`src/rtl/arbiter_pkg.sv`:
```
// Shared definitions for the common-bus arbiter.
//   arb_state_e : arbiter FSM states (IDLE, PROC, SNOOP, MEM)
//   idx_w()     : index width for an N-entry vector (never below 1 bit).
//                 PROC_W = idx_w(NUM_PROC), SNOOP_W = idx_w(NUM_SNOOP).
package arbiter_pkg;

  typedef enum logic [1:0] {
    IDLE  = 2'd0,
    PROC  = 2'd1,
    SNOOP = 2'd2,
    MEM   = 2'd3
  } arb_state_e;

  function automatic int unsigned idx_w(input int unsigned n);
    return (n > 1) ? $clog2(n) : 1;
  endfunction

endpackage

```
`src/rtl/req_order_fifo.sv`:
```
// Arrival-order queue of processor indices.
// Ports:
//   clk, rst          : clock, asynchronous active-low reset
//   push, push_data   : enqueue one index (ignored when full unless popping)
//   pop, pop_data     : dequeue head; pop_data shows the head combinationally
//   empty, full       : occupancy flags
//   count             : occupancy register
module req_order_fifo
  import arbiter_pkg::*;
#(
  parameter int unsigned Depth  = 8,
  parameter int unsigned Width  = 3,
  localparam int unsigned PtrW  = idx_w(Depth),
  localparam int unsigned CntW  = idx_w(Depth) + 1
) (
  input  logic             clk,
  input  logic             rst,
  input  logic             push,
  input  logic [Width-1:0] push_data,
  input  logic             pop,
  output logic [Width-1:0] pop_data,
  output logic             empty,
  output logic             full,
  output logic [CntW-1:0]  count
);

  logic [Width-1:0] mem_q [Depth];
  logic [PtrW-1:0]  wr_ptr_q, rd_ptr_q;
  logic [CntW-1:0]  count_q, count_d;
  logic             push_ok, pop_ok;

  assign empty    = (count_q == '0);
  assign full     = (count_q == CntW'(Depth));
  assign count    = count_q;
  assign pop_data = mem_q[rd_ptr_q];
  assign pop_ok   = pop & ~empty;
  // When full, a simultaneous pop frees the slot being written.
  assign push_ok  = push & (~full | pop_ok);

  always_comb begin
    count_d = count_q;
    unique case ({push_ok, pop_ok})
      2'b10:   count_d = count_q + 1'b1;
      2'b01:   count_d = count_q - 1'b1;
      default: count_d = count_q;
    endcase
  end

  always_ff @(posedge clk or negedge rst) begin
    if (!rst) begin
      wr_ptr_q <= '0;
      rd_ptr_q <= '0;
      count_q  <= '0;
    end else begin
      count_q <= count_d;
      if (push_ok) begin
        wr_ptr_q <= (wr_ptr_q == PtrW'(Depth - 1)) ? '0 : wr_ptr_q + 1'b1;
      end
      if (pop_ok) begin
        rd_ptr_q <= (rd_ptr_q == PtrW'(Depth - 1)) ? '0 : rd_ptr_q + 1'b1;
      end
    end
  end

  always_ff @(posedge clk) begin
    if (push_ok) begin
      mem_q[wr_ptr_q] <= push_data;
    end
  end

endmodule

```
`src/rtl/com_bus_arbiter.sv`:
```
// Common-bus arbiter: grants the bus to processors in request-arrival order and,
// within each tenure, at most one snoop response (snoop agent or memory).
// Ports:
//   clk, rst                     : clock, asynchronous active-low reset
//   proc_req / proc_gnt          : level processor requests / one-hot grant
//   snoop_req / snoop_gnt        : snoop-agent requests / one-hot grant
//   mem_snoop_req / mem_snoop_gnt: memory snoop request / grant
//   owner, busy                  : granted processor index, tenure active
//   q_count                      : order-queue occupancy
//   timeout_evt                  : one-cycle pulse on watchdog release
module com_bus_arbiter
  import arbiter_pkg::*;
#(
  parameter int unsigned NUM_PROC   = 8,
  parameter int unsigned NUM_SNOOP  = 4,
  parameter int unsigned MAX_HOLD   = 64,
  parameter int unsigned MEM_FIRST  = 0,
  localparam int unsigned PROC_W    = idx_w(NUM_PROC),
  localparam int unsigned SNOOP_W   = idx_w(NUM_SNOOP)
) (
  input  logic                 clk,
  input  logic                 rst,
  input  logic [NUM_PROC-1:0]  proc_req,
  output logic [NUM_PROC-1:0]  proc_gnt,
  input  logic [NUM_SNOOP-1:0] snoop_req,
  output logic [NUM_SNOOP-1:0] snoop_gnt,
  input  logic                 mem_snoop_req,
  output logic                 mem_snoop_gnt,
  output logic [PROC_W-1:0]    owner,
  output logic                 busy,
  output logic [PROC_W:0]      q_count,
  output logic                 timeout_evt
);

  localparam int unsigned CoreProcs = NUM_PROC / NUM_SNOOP;
  localparam int unsigned HoldW     = idx_w(MAX_HOLD + 1);
  localparam int unsigned HoldLast  = (MAX_HOLD > 0) ? MAX_HOLD - 1 : 0;

  arb_state_e           state_q, state_d;
  logic [NUM_PROC-1:0]  req_prev_q, pending_q, pending_d, cand;
  logic [NUM_PROC-1:0]  proc_gnt_q, proc_gnt_d;
  logic [NUM_SNOOP-1:0] snoop_gnt_q, snoop_gnt_d, eligible;
  logic                 mem_gnt_q, mem_gnt_d;
  logic [PROC_W-1:0]    owner_q, owner_d, push_idx, head;
  logic                 busy_q, busy_d, timeout_q, timeout_d;
  logic                 used_q, used_d;
  logic [SNOOP_W-1:0]   ptr_q, ptr_d, snoop_idx_q, snoop_idx_d, win_idx, owner_core;
  logic [HoldW-1:0]     hold_q, hold_d;
  logic                 push_valid, push, pop, fifo_empty, fifo_full;
  logic                 win_valid, grant_mem, expired;
  int unsigned          rr_idx;

  req_order_fifo #(
    .Depth (NUM_PROC),
    .Width (PROC_W)
  ) u_order_fifo (
    .clk       (clk),
    .rst       (rst),
    .push      (push),
    .push_data (push_idx),
    .pop       (pop),
    .pop_data  (head),
    .empty     (fifo_empty),
    .full      (fifo_full),
    .count     (q_count)
  );

  assign pop = (state_q == IDLE) & ~fifo_empty;

  // Rising edges join the pending set; the lowest pending index is queued each cycle.
  always_comb begin
    cand       = pending_q | (proc_req & ~req_prev_q);
    push_valid = 1'b0;
    push_idx   = '0;
    for (int i = NUM_PROC - 1; i >= 0; i--) begin
      if (cand[i]) begin
        push_valid = 1'b1;
        push_idx   = PROC_W'(i);
      end
    end
    push      = push_valid & (~fifo_full | pop);
    pending_d = cand;
    if (push) pending_d[push_idx] = 1'b0;
  end

  // Round-robin pick among snoop agents outside the owner's core.
  always_comb begin
    owner_core = SNOOP_W'(32'(owner_q) / CoreProcs);
    eligible   = snoop_req;
    eligible[owner_core] = 1'b0;
    win_valid  = 1'b0;
    win_idx    = '0;
    rr_idx     = 0;
    for (int i = 0; i < NUM_SNOOP; i++) begin
      rr_idx = int'(ptr_q) + i;
      if (rr_idx >= NUM_SNOOP) rr_idx = rr_idx - NUM_SNOOP;
      if (!win_valid && eligible[SNOOP_W'(rr_idx)]) begin
        win_valid = 1'b1;
        win_idx   = SNOOP_W'(rr_idx);
      end
    end
    grant_mem = mem_snoop_req & ((MEM_FIRST != 0) | ~win_valid);
    expired   = (MAX_HOLD != 0) && (hold_q == HoldW'(HoldLast));
  end

  always_comb begin
    state_d     = state_q;
    proc_gnt_d  = proc_gnt_q;
    snoop_gnt_d = snoop_gnt_q;
    mem_gnt_d   = mem_gnt_q;
    owner_d     = owner_q;
    busy_d      = busy_q;
    timeout_d   = 1'b0;
    used_d      = used_q;
    ptr_d       = ptr_q;
    snoop_idx_d = snoop_idx_q;
    hold_d      = hold_q;
    unique case (state_q)
      IDLE: begin
        // A withdrawn head is popped and dropped without a grant.
        if (pop && proc_req[head]) begin
          proc_gnt_d       = '0;
          proc_gnt_d[head] = 1'b1;
          owner_d          = head;
          busy_d           = 1'b1;
          used_d           = 1'b0;
          hold_d           = '0;
          state_d          = PROC;
        end
      end
      PROC: begin
        if (!proc_req[owner_q] || expired) begin
          proc_gnt_d = '0;
          busy_d     = 1'b0;
          timeout_d  = proc_req[owner_q];
          state_d    = IDLE;
        end else begin
          hold_d = hold_q + 1'b1;
          if (!used_q && grant_mem) begin
            mem_gnt_d = 1'b1;
            state_d   = MEM;
          end else if (!used_q && win_valid) begin
            snoop_gnt_d          = '0;
            snoop_gnt_d[win_idx] = 1'b1;
            snoop_idx_d          = win_idx;
            ptr_d   = (win_idx == SNOOP_W'(NUM_SNOOP - 1)) ? '0 : win_idx + 1'b1;
            state_d = SNOOP;
          end
        end
      end
      SNOOP: begin
        if (!snoop_req[snoop_idx_q]) begin
          snoop_gnt_d = '0;
          used_d      = 1'b1;
          state_d     = PROC;
        end
      end
      MEM: begin
        if (!mem_snoop_req) begin
          mem_gnt_d = 1'b0;
          used_d    = 1'b1;
          state_d   = PROC;
        end
      end
      default: state_d = IDLE;
    endcase
  end

  always_ff @(posedge clk or negedge rst) begin
    if (!rst) begin
      state_q     <= IDLE;
      req_prev_q  <= '0;
      pending_q   <= '0;
      proc_gnt_q  <= '0;
      snoop_gnt_q <= '0;
      mem_gnt_q   <= 1'b0;
      owner_q     <= '0;
      busy_q      <= 1'b0;
      timeout_q   <= 1'b0;
      used_q      <= 1'b0;
      ptr_q       <= '0;
      snoop_idx_q <= '0;
      hold_q      <= '0;
    end else begin
      state_q     <= state_d;
      req_prev_q  <= proc_req;
      pending_q   <= pending_d;
      proc_gnt_q  <= proc_gnt_d;
      snoop_gnt_q <= snoop_gnt_d;
      mem_gnt_q   <= mem_gnt_d;
      owner_q     <= owner_d;
      busy_q      <= busy_d;
      timeout_q   <= timeout_d;
      used_q      <= used_d;
      ptr_q       <= ptr_d;
      snoop_idx_q <= snoop_idx_d;
      hold_q      <= hold_d;
    end
  end

  assign proc_gnt      = proc_gnt_q;
  assign snoop_gnt     = snoop_gnt_q;
  assign mem_snoop_gnt = mem_gnt_q;
  assign owner         = owner_q;
  assign busy          = busy_q;
  assign timeout_evt   = timeout_q;

endmodule

```
`config.mk`:
```
export PLATFORM = sky130hd
export DESIGN_NAME = com_bus_arbiter
export DESIGN_NICKNAME = d
export VERILOG_FILES = /design/src/rtl/arbiter_pkg.sv /design/src/rtl/req_order_fifo.sv /design/src/rtl/com_bus_arbiter.sv
export SDC_FILE = /design/constraint.sdc
export NUM_CORES = 1
export LEC_CHECK = 0
export CAP_MARGIN = 20
export CELL_PAD_IN_SITES_DETAIL_PLACEMENT = 1
export CELL_PAD_IN_SITES_GLOBAL_PLACEMENT = 1
export CORE_MARGIN = 8
export CORE_UTILIZATION = 46
export CTS_CLUSTER_SIZE = 28
export DETAILED_ROUTE_END_ITERATION = 10
export PLACE_DENSITY = 0.87
export SLEW_MARGIN = 30
export SYNTH_ARGS = -nofsm -noshare
export SYNTH_HDL_FRONTEND = slang
export SYNTH_SLANG_ARGS = --single-unit
```
`constraint.sdc`:
```
create_clock -name clk -period 3.9 [get_ports clk]
set_input_delay 1.17 -clock clk [delete_from_list [all_inputs] [get_ports clk]]
set_output_delay 1.17 -clock clk [all_outputs]
set_load 0.005 [all_outputs]
```
=== Word level (Yosys, flattened, before mapping) ===
Memory sizes are Yosys's and may differ from the RTL's.
Cells that the tools add are included.

* Output and inout port bits: 22
* Memories: 1
* Register bits after elaboration: 58
* Input port bits: 15
* Bits in writable memories: 24

* Equality and inequality tests: 19
* Order comparisons: 18
* Muxes and demuxes: 88
* Bitwise gates (word level): 19
* Reduce and logical (&&, ||, !) cells: 31
* Add/sub/neg operators: 13

{| class="wikitable"
|+ Memory list
! memory !! depth !! bits a word !! rd ports !! clocked after Yosys merged registers in !! wr ports !! line !! text
|-
| u_order_fifo.mem_q || 8 || 3 || 1 || 0 || 1 || req_order_fifo.sv:27 || <nowiki>logic [Width-1:0] mem_q [Depth];</nowiki>
|}

{| class="wikitable"
|+ Operator list
! cell !! number
|-
| 2-to-1 mux 1 bit || 35
|-
| 2-to-1 mux 2 bit || 15
|-
| 2-to-1 mux 3 bit || 10
|-
| 2-to-1 mux 8 bit || 3
|-
| less-than comparator 2 x 3 -> 1 bit (second input constant) || 7
|-
| bitwise AND 8 bit || 2
|-
| 2-to-1 mux 4 bit || 4
|-
| inverter 8 bit || 2
|-
| case mux 4 bit (2 select lines) || 2
|-
| case mux 8 bit (2 select lines) || 1
|-
| AND reduction 4 bit || 4
|-
| 2-to-1 mux 7 bit || 2
|-
| != test 2 bit (second input constant) || 7
|-
| case mux 7 bit (2 select lines) || 1
|-
| less-than comparator 3 x 4 -> 1 bit (second input constant) || 3
|-
| binary-select mux 1 bit (select 2 bit) || 5
|-
| logical AND 1 bit || 10
|-
| >= comparator 3 bit (second input constant) || 3
|-
| equality test 2 bit (second input constant) || 4
|-
| OR 8 bit || 1
|-
| case mux 2 bit (4 select lines) || 1
|-
| nonzero test 2 bit || 4
|-
| subtractor 2 x 1 -> 2 bit (second input constant) || 4
|-
| adder 7 x 1 -> 7 bit (second input constant) || 1
|-
| 33 further kinds || 57
|}

=== Longest topological paths before layout ===
* Depth in word-level cells: 26
* Gate-level depth with buffers: 11
* Gate-level depth less buffers: 11

=== Cells and area by module ===
From an unflattened synthesis, not the netlist that was laid out.

* Cells, all modules: 345
* Area, all modules: 4,162.7 um^2

{| class="wikitable"
|+ By module, submodules not included
! module !! sequential area each (um^2) !! times used !! cells each !! area each (um^2)
|-
| com_bus_arbiter || 1,201.2 || 1 || 240 || 2,542.4
|-
| req_order_fifo || 970.9 || 1 || 105 || 1,620.3
|}

=== Least setup slack after synthesis ===
No wires, ideal clock.

* Path kind: input port to flip-flop
* From: input proc_req[3]
* To: register u_order_fifo.count_q[2], in the netlist u_order_fifo.count[2]
* Data arrival time: 3,463 ps
* Path slack: 309 ps
* Buffers on the path: 0
* Stages: 11
* Data required time: 3,773 ps
* Cell sequence: nor2b_1 > a2111oi_1 > nand3_1 > o21ai_2 > ha_1 > xor2_1 > ha_1 > a21oi_1 > xor2_1 > nor2_1 > xor2_1

* Cells in the longest elaborated chain, start to end: 10
* Elaborated cells on any way between the ends: 12
* Those cells by class: eq/ne: 2; mux: 5; bitwise: 4; reduce/logical: 1

{| class="wikitable"
|+ Ends and longest elaborated chain
! what !! line !! text
|-
| from (decl) || com_bus_arbiter.sv:23 || <nowiki>input logic [NUM_PROC-1:0] proc_req,</nowiki>
|-
| bitwise AND 8 bit * || com_bus_arbiter.sv:72 || <nowiki>cand = pending_q | (proc_req & ~req_prev_q);</nowiki>
|-
| OR 8 bit * || com_bus_arbiter.sv:72 ||
|-
| 2-to-1 mux 1 bit * (4 in series) || com_bus_arbiter.sv:76 || <nowiki>if (cand[i]) begin</nowiki>
|-
| bitwise AND 1 bit * || com_bus_arbiter.sv:81 || <nowiki>push = push_valid & (~fifo_full | pop);</nowiki>
|-
| bitwise AND 1 bit * || req_order_fifo.sv:38 || <nowiki>assign push_ok = push & (~full | pop_ok);</nowiki>
|-
| equality test 2 x 1 -> 1 bit or equality test 2 bit (tied branches) || req_order_fifo.sv:42 || <nowiki>unique case ({push_ok, pop_ok})</nowiki>
|-
| case mux 4 bit (2 select lines) or nonzero test 2 bit (tied branches) || -- ||
|-
| to (signal assigned) || req_order_fifo.sv:55 || <nowiki>count_q <= count_d;</nowiki>
|-
| to (decl) || req_order_fifo.sv:29 || <nowiki>logic [CntW-1:0] count_q, count_d;</nowiki>
|}

Every way passes the cells marked *; elsewhere a longest branch is shown, timed or not.
A chain may end at the register's enable or synchronous reset.

=== Worst setup path in the final report ===
Same ends and word-level chain as after synthesis.

==> qor.yml <==
clk-insertion-delay-late_ns: 0.37
finalNonFillerCells: 499
cts_buffer_depth: 2
yosys_register_bits: 82
p_int_mw: 2.43
cts-resized-gates: 0
synth_ff_type: "dfrtp_1"
synthMostInstantiatedCell: "dfrtp_1"
yosysTopAreaCellShare_pct: 36.1
required_ns: 4.13
pwr-share-clk_pct: 15.6
multi_input_area_um2: 1720
synth.area.top_cells: "dfrtp_1, edfxtp_1, mux2i_1"
reg2reg_depth: 7
first_global_vias: 3096
synth_area_leader_cell: "dfrtp_1"
fp-row-count: 34
vias_per_cell: 5.84
dp_hpwl_mm: 7.32
drc_errors: 0
crit_start: "proc_req[3]"
yosysSeqAreaShare_pct: 54.0
track_usage_pct: 18.3
hold_class: "reg -> reg"
drive_gt1_share_pct: 14.6
outcome: "finished, final reports clean"
die_area_um2: 12000
register_area_um2: 2170
critPathMaxStageDelay_ns: 0.43
dp.cells: 483
final_area_um2: 4760
power.density_nw_per_um2: 863
fin_worst_skew_ns: 0.0110
cp_slowest_cell: "clkdlybuf4s50_1"
post-cts-setup-buffers: 0
totalWireLength_mm: 10.2
cp-start-kind: "input port"
synth_edf_count: 24
placed_area_um2: 4560
p_seq_share_pct: 36.9
setup_viol: 0
grt_pass1_wl_mm: 16.8
maxCapViolations: 0
clock-sinks: 82
dr.pass1.iters: 5
synthArstFlopShare_pct: 70.7
fillCellCount: 905
drt_iter0_markers: 174
cp_num_buf_inv: 2
wl_per_cell_um: 20.4
start_util_pct: 46.8
antenna_found_initial: 0
syn_inst: 334
place_congestion: 0.861
p_leak_nw: 2.04
fmax_mhz: 271
hold_violations: 0
clk_pin_slew_ns: 0.08
hp-start: "busy"
syn-num-nets: 361
crit_family: "compound AO/OA/AOI/OAI gates"
grt_max_degree: 36
synth.distinct_cells: 57
num_vias: 2915
cts_tree: "yes"
nNetsFinal: 413
post-route-min-period_ns: 3.70
swShare_pct: 40.7
io_buffers: 36
cts_buffers: 9
clockRootBuffer: "clkbuf_8"
r2r_end: "proc_gnt[2]"
core_area_um2: 8590
crit_path_cell_trace: "clkdlybuf4s50_1 > nor2b_1 > a2111oi_1 > buf_4 > nand3_1 > o21ai_2 > ha_1 > xor2_1 > ha_1 > a21oi_1 > xor2_1 > nor2_1 > xor2_1"
die_w_um: 110
hold_buffers: 0
overflow: 0
rr_startpoint: "u_order_fifo.rd_ptr_q[2]"
p_switching_mw: 1.67
hold_path_depth: 2
cpMostUsedCell: "xor2_1"
max-vdd-ir-drop_mv: 0.322
cp-end-kind: "register"
power_frac_comb_pct: 47.5
period_share_pct: 94.8
ys_warn_count: 0
pin_count: 37
h-tree-depth: 3
synth_area_um2: 4020
syn_avg_cell_area_um2: 12.0
critPathMaxFanout: 5
whs_endpoint: "busy"
diodes: 0
rsz0062_at_grt: "false"
finalPower_mw: 4.10
die_h_um: 110
crit_type: "in -> reg"
ys_top_cells_by_count: "dfrtp_1, nand2_1, edfxtp_1"
worst_pin_slew_ns: 0.668
syn_to_final_growth_pct: 18.3
crit_arrival_ns: 3.93
slew_violations: 0
slew_headroom_pct: 55.0
ant_nets: 0
ff2ff_setup_slack_ns: 0.73
==> power by group through the flow <==
stage	logic (mW)	clock network (mW)	registers (mW)
2_1_floorplan	1.40	0	1.40
3_3_place_gp	1.82	0	1.49
3_5_place_dp	1.94	0	1.53
4_1_cts	1.97	0.651	1.51
5_1_grt	2.15	0.684	1.56
6_report	1.95	0.641	1.51
==> worst max path at each step <==
stage | to | slack (ns) | depth (start not counted)
final | u_order_fifo.count[2] | 0.20 | 13
after global placement | u_order_fifo.count[2] | 0.15 | 13
after floorplan | u_order_fifo.count[2] | 0.31 | 11
after global routing | u_order_fifo.count[2] | 0.07 | 12
after CTS | u_order_fifo.count[2] | 0.24 | 13
after detailed placement | u_order_fifo.count[2] | -0.10 | 13
==> metal layers <==
layer / vias up / share of wire (%) / track usage (%)
met3: 31 / 4.9 / 3.69
met1: 1459 / 43 / 23.1
li1: 1332 / - / -
met5: - / 0 / 0
met2: 93 / 48 / 29.6
met4: 0 / 3.2 / 8.49
==> state kept, by name, summed over array words and instances (netlist names), 4 cells and up <==
name                cells
u_order_fifo.count      4
proc_gnt                8
snoop_gnt               4
req_prev_q              8
u_order_fifo.mem_q     24
hold_q                  7
pending_q               8
==> area by class of cell <==
class | count | share of cell area (%)
clock buffer | 9 | 2.60
clock inverter | 7 | 1.58
inverter | 18 | 1.42
multi-input combinational | 225 | 36.2
sequential | 82 | 45.6
tap | 108 | 2.84
timing repair buffer | 50 | 9.68
==> through the flow <==
step | worst slack [ns] | hold slack (ns) | utilization, % | TNS (ns)
after detailed placement | -0.101 | 0.472 | 53.1 | -0.101
final | 0.204 | 0.483 | 55.4 | 0
after floorplan | 0.309 | 0.470 | - | 0
after CTS | 0.238 | 0.491 | 55.4 | 0
after global placement | 0.155 | 0.460 | 53.1 | 0
after global routing | 0.0674 | 0.512 | 55.4 | 0
==> worst min-delay path, cell delays in order, from the launching register on <==
cell,delay [ns]
dfrtp_1,0.35
nand2_1,0.05
nand2_1,0.06
==> cells in the final DEF, fill, tap and decap left out, types with 4 or more instances in the layout <==
master	instances
a21o_1	4
a21oi_1	19
a22o_1	5
and2_1	6
buf_4	14
clkbuf_8	9
clkdlybuf4s50_1	35
dfrtp_1	58
edfxtp_1	24
ha_1	12
inv_1	18
mux2_2	10
mux2i_1	22
mux4_2	7
nand2_1	27
nand2b_1	6
nand3_1	10
nor2_1	16
nor2b_1	6
nor3_1	6
o21ai_0	8
xor2_1	6
==> kinds of logic (layout without fill, tap and decap cells) <==
group,count (synthesis),after routing,synth area share (%)
adder cells (fa/ha/maj),12,12,3.73
XOR/XNOR,8,8,1.74
flip-flops,82,82,54.0
multiplexers,42,42,13.3
buffers and inverters,27,84,3.17
AO/OA/AOI/OAI,65,65,11.2
AND/OR/NAND/NOR,98,98,12.9
No activity file was read; power rests on OpenSTA's default activity.
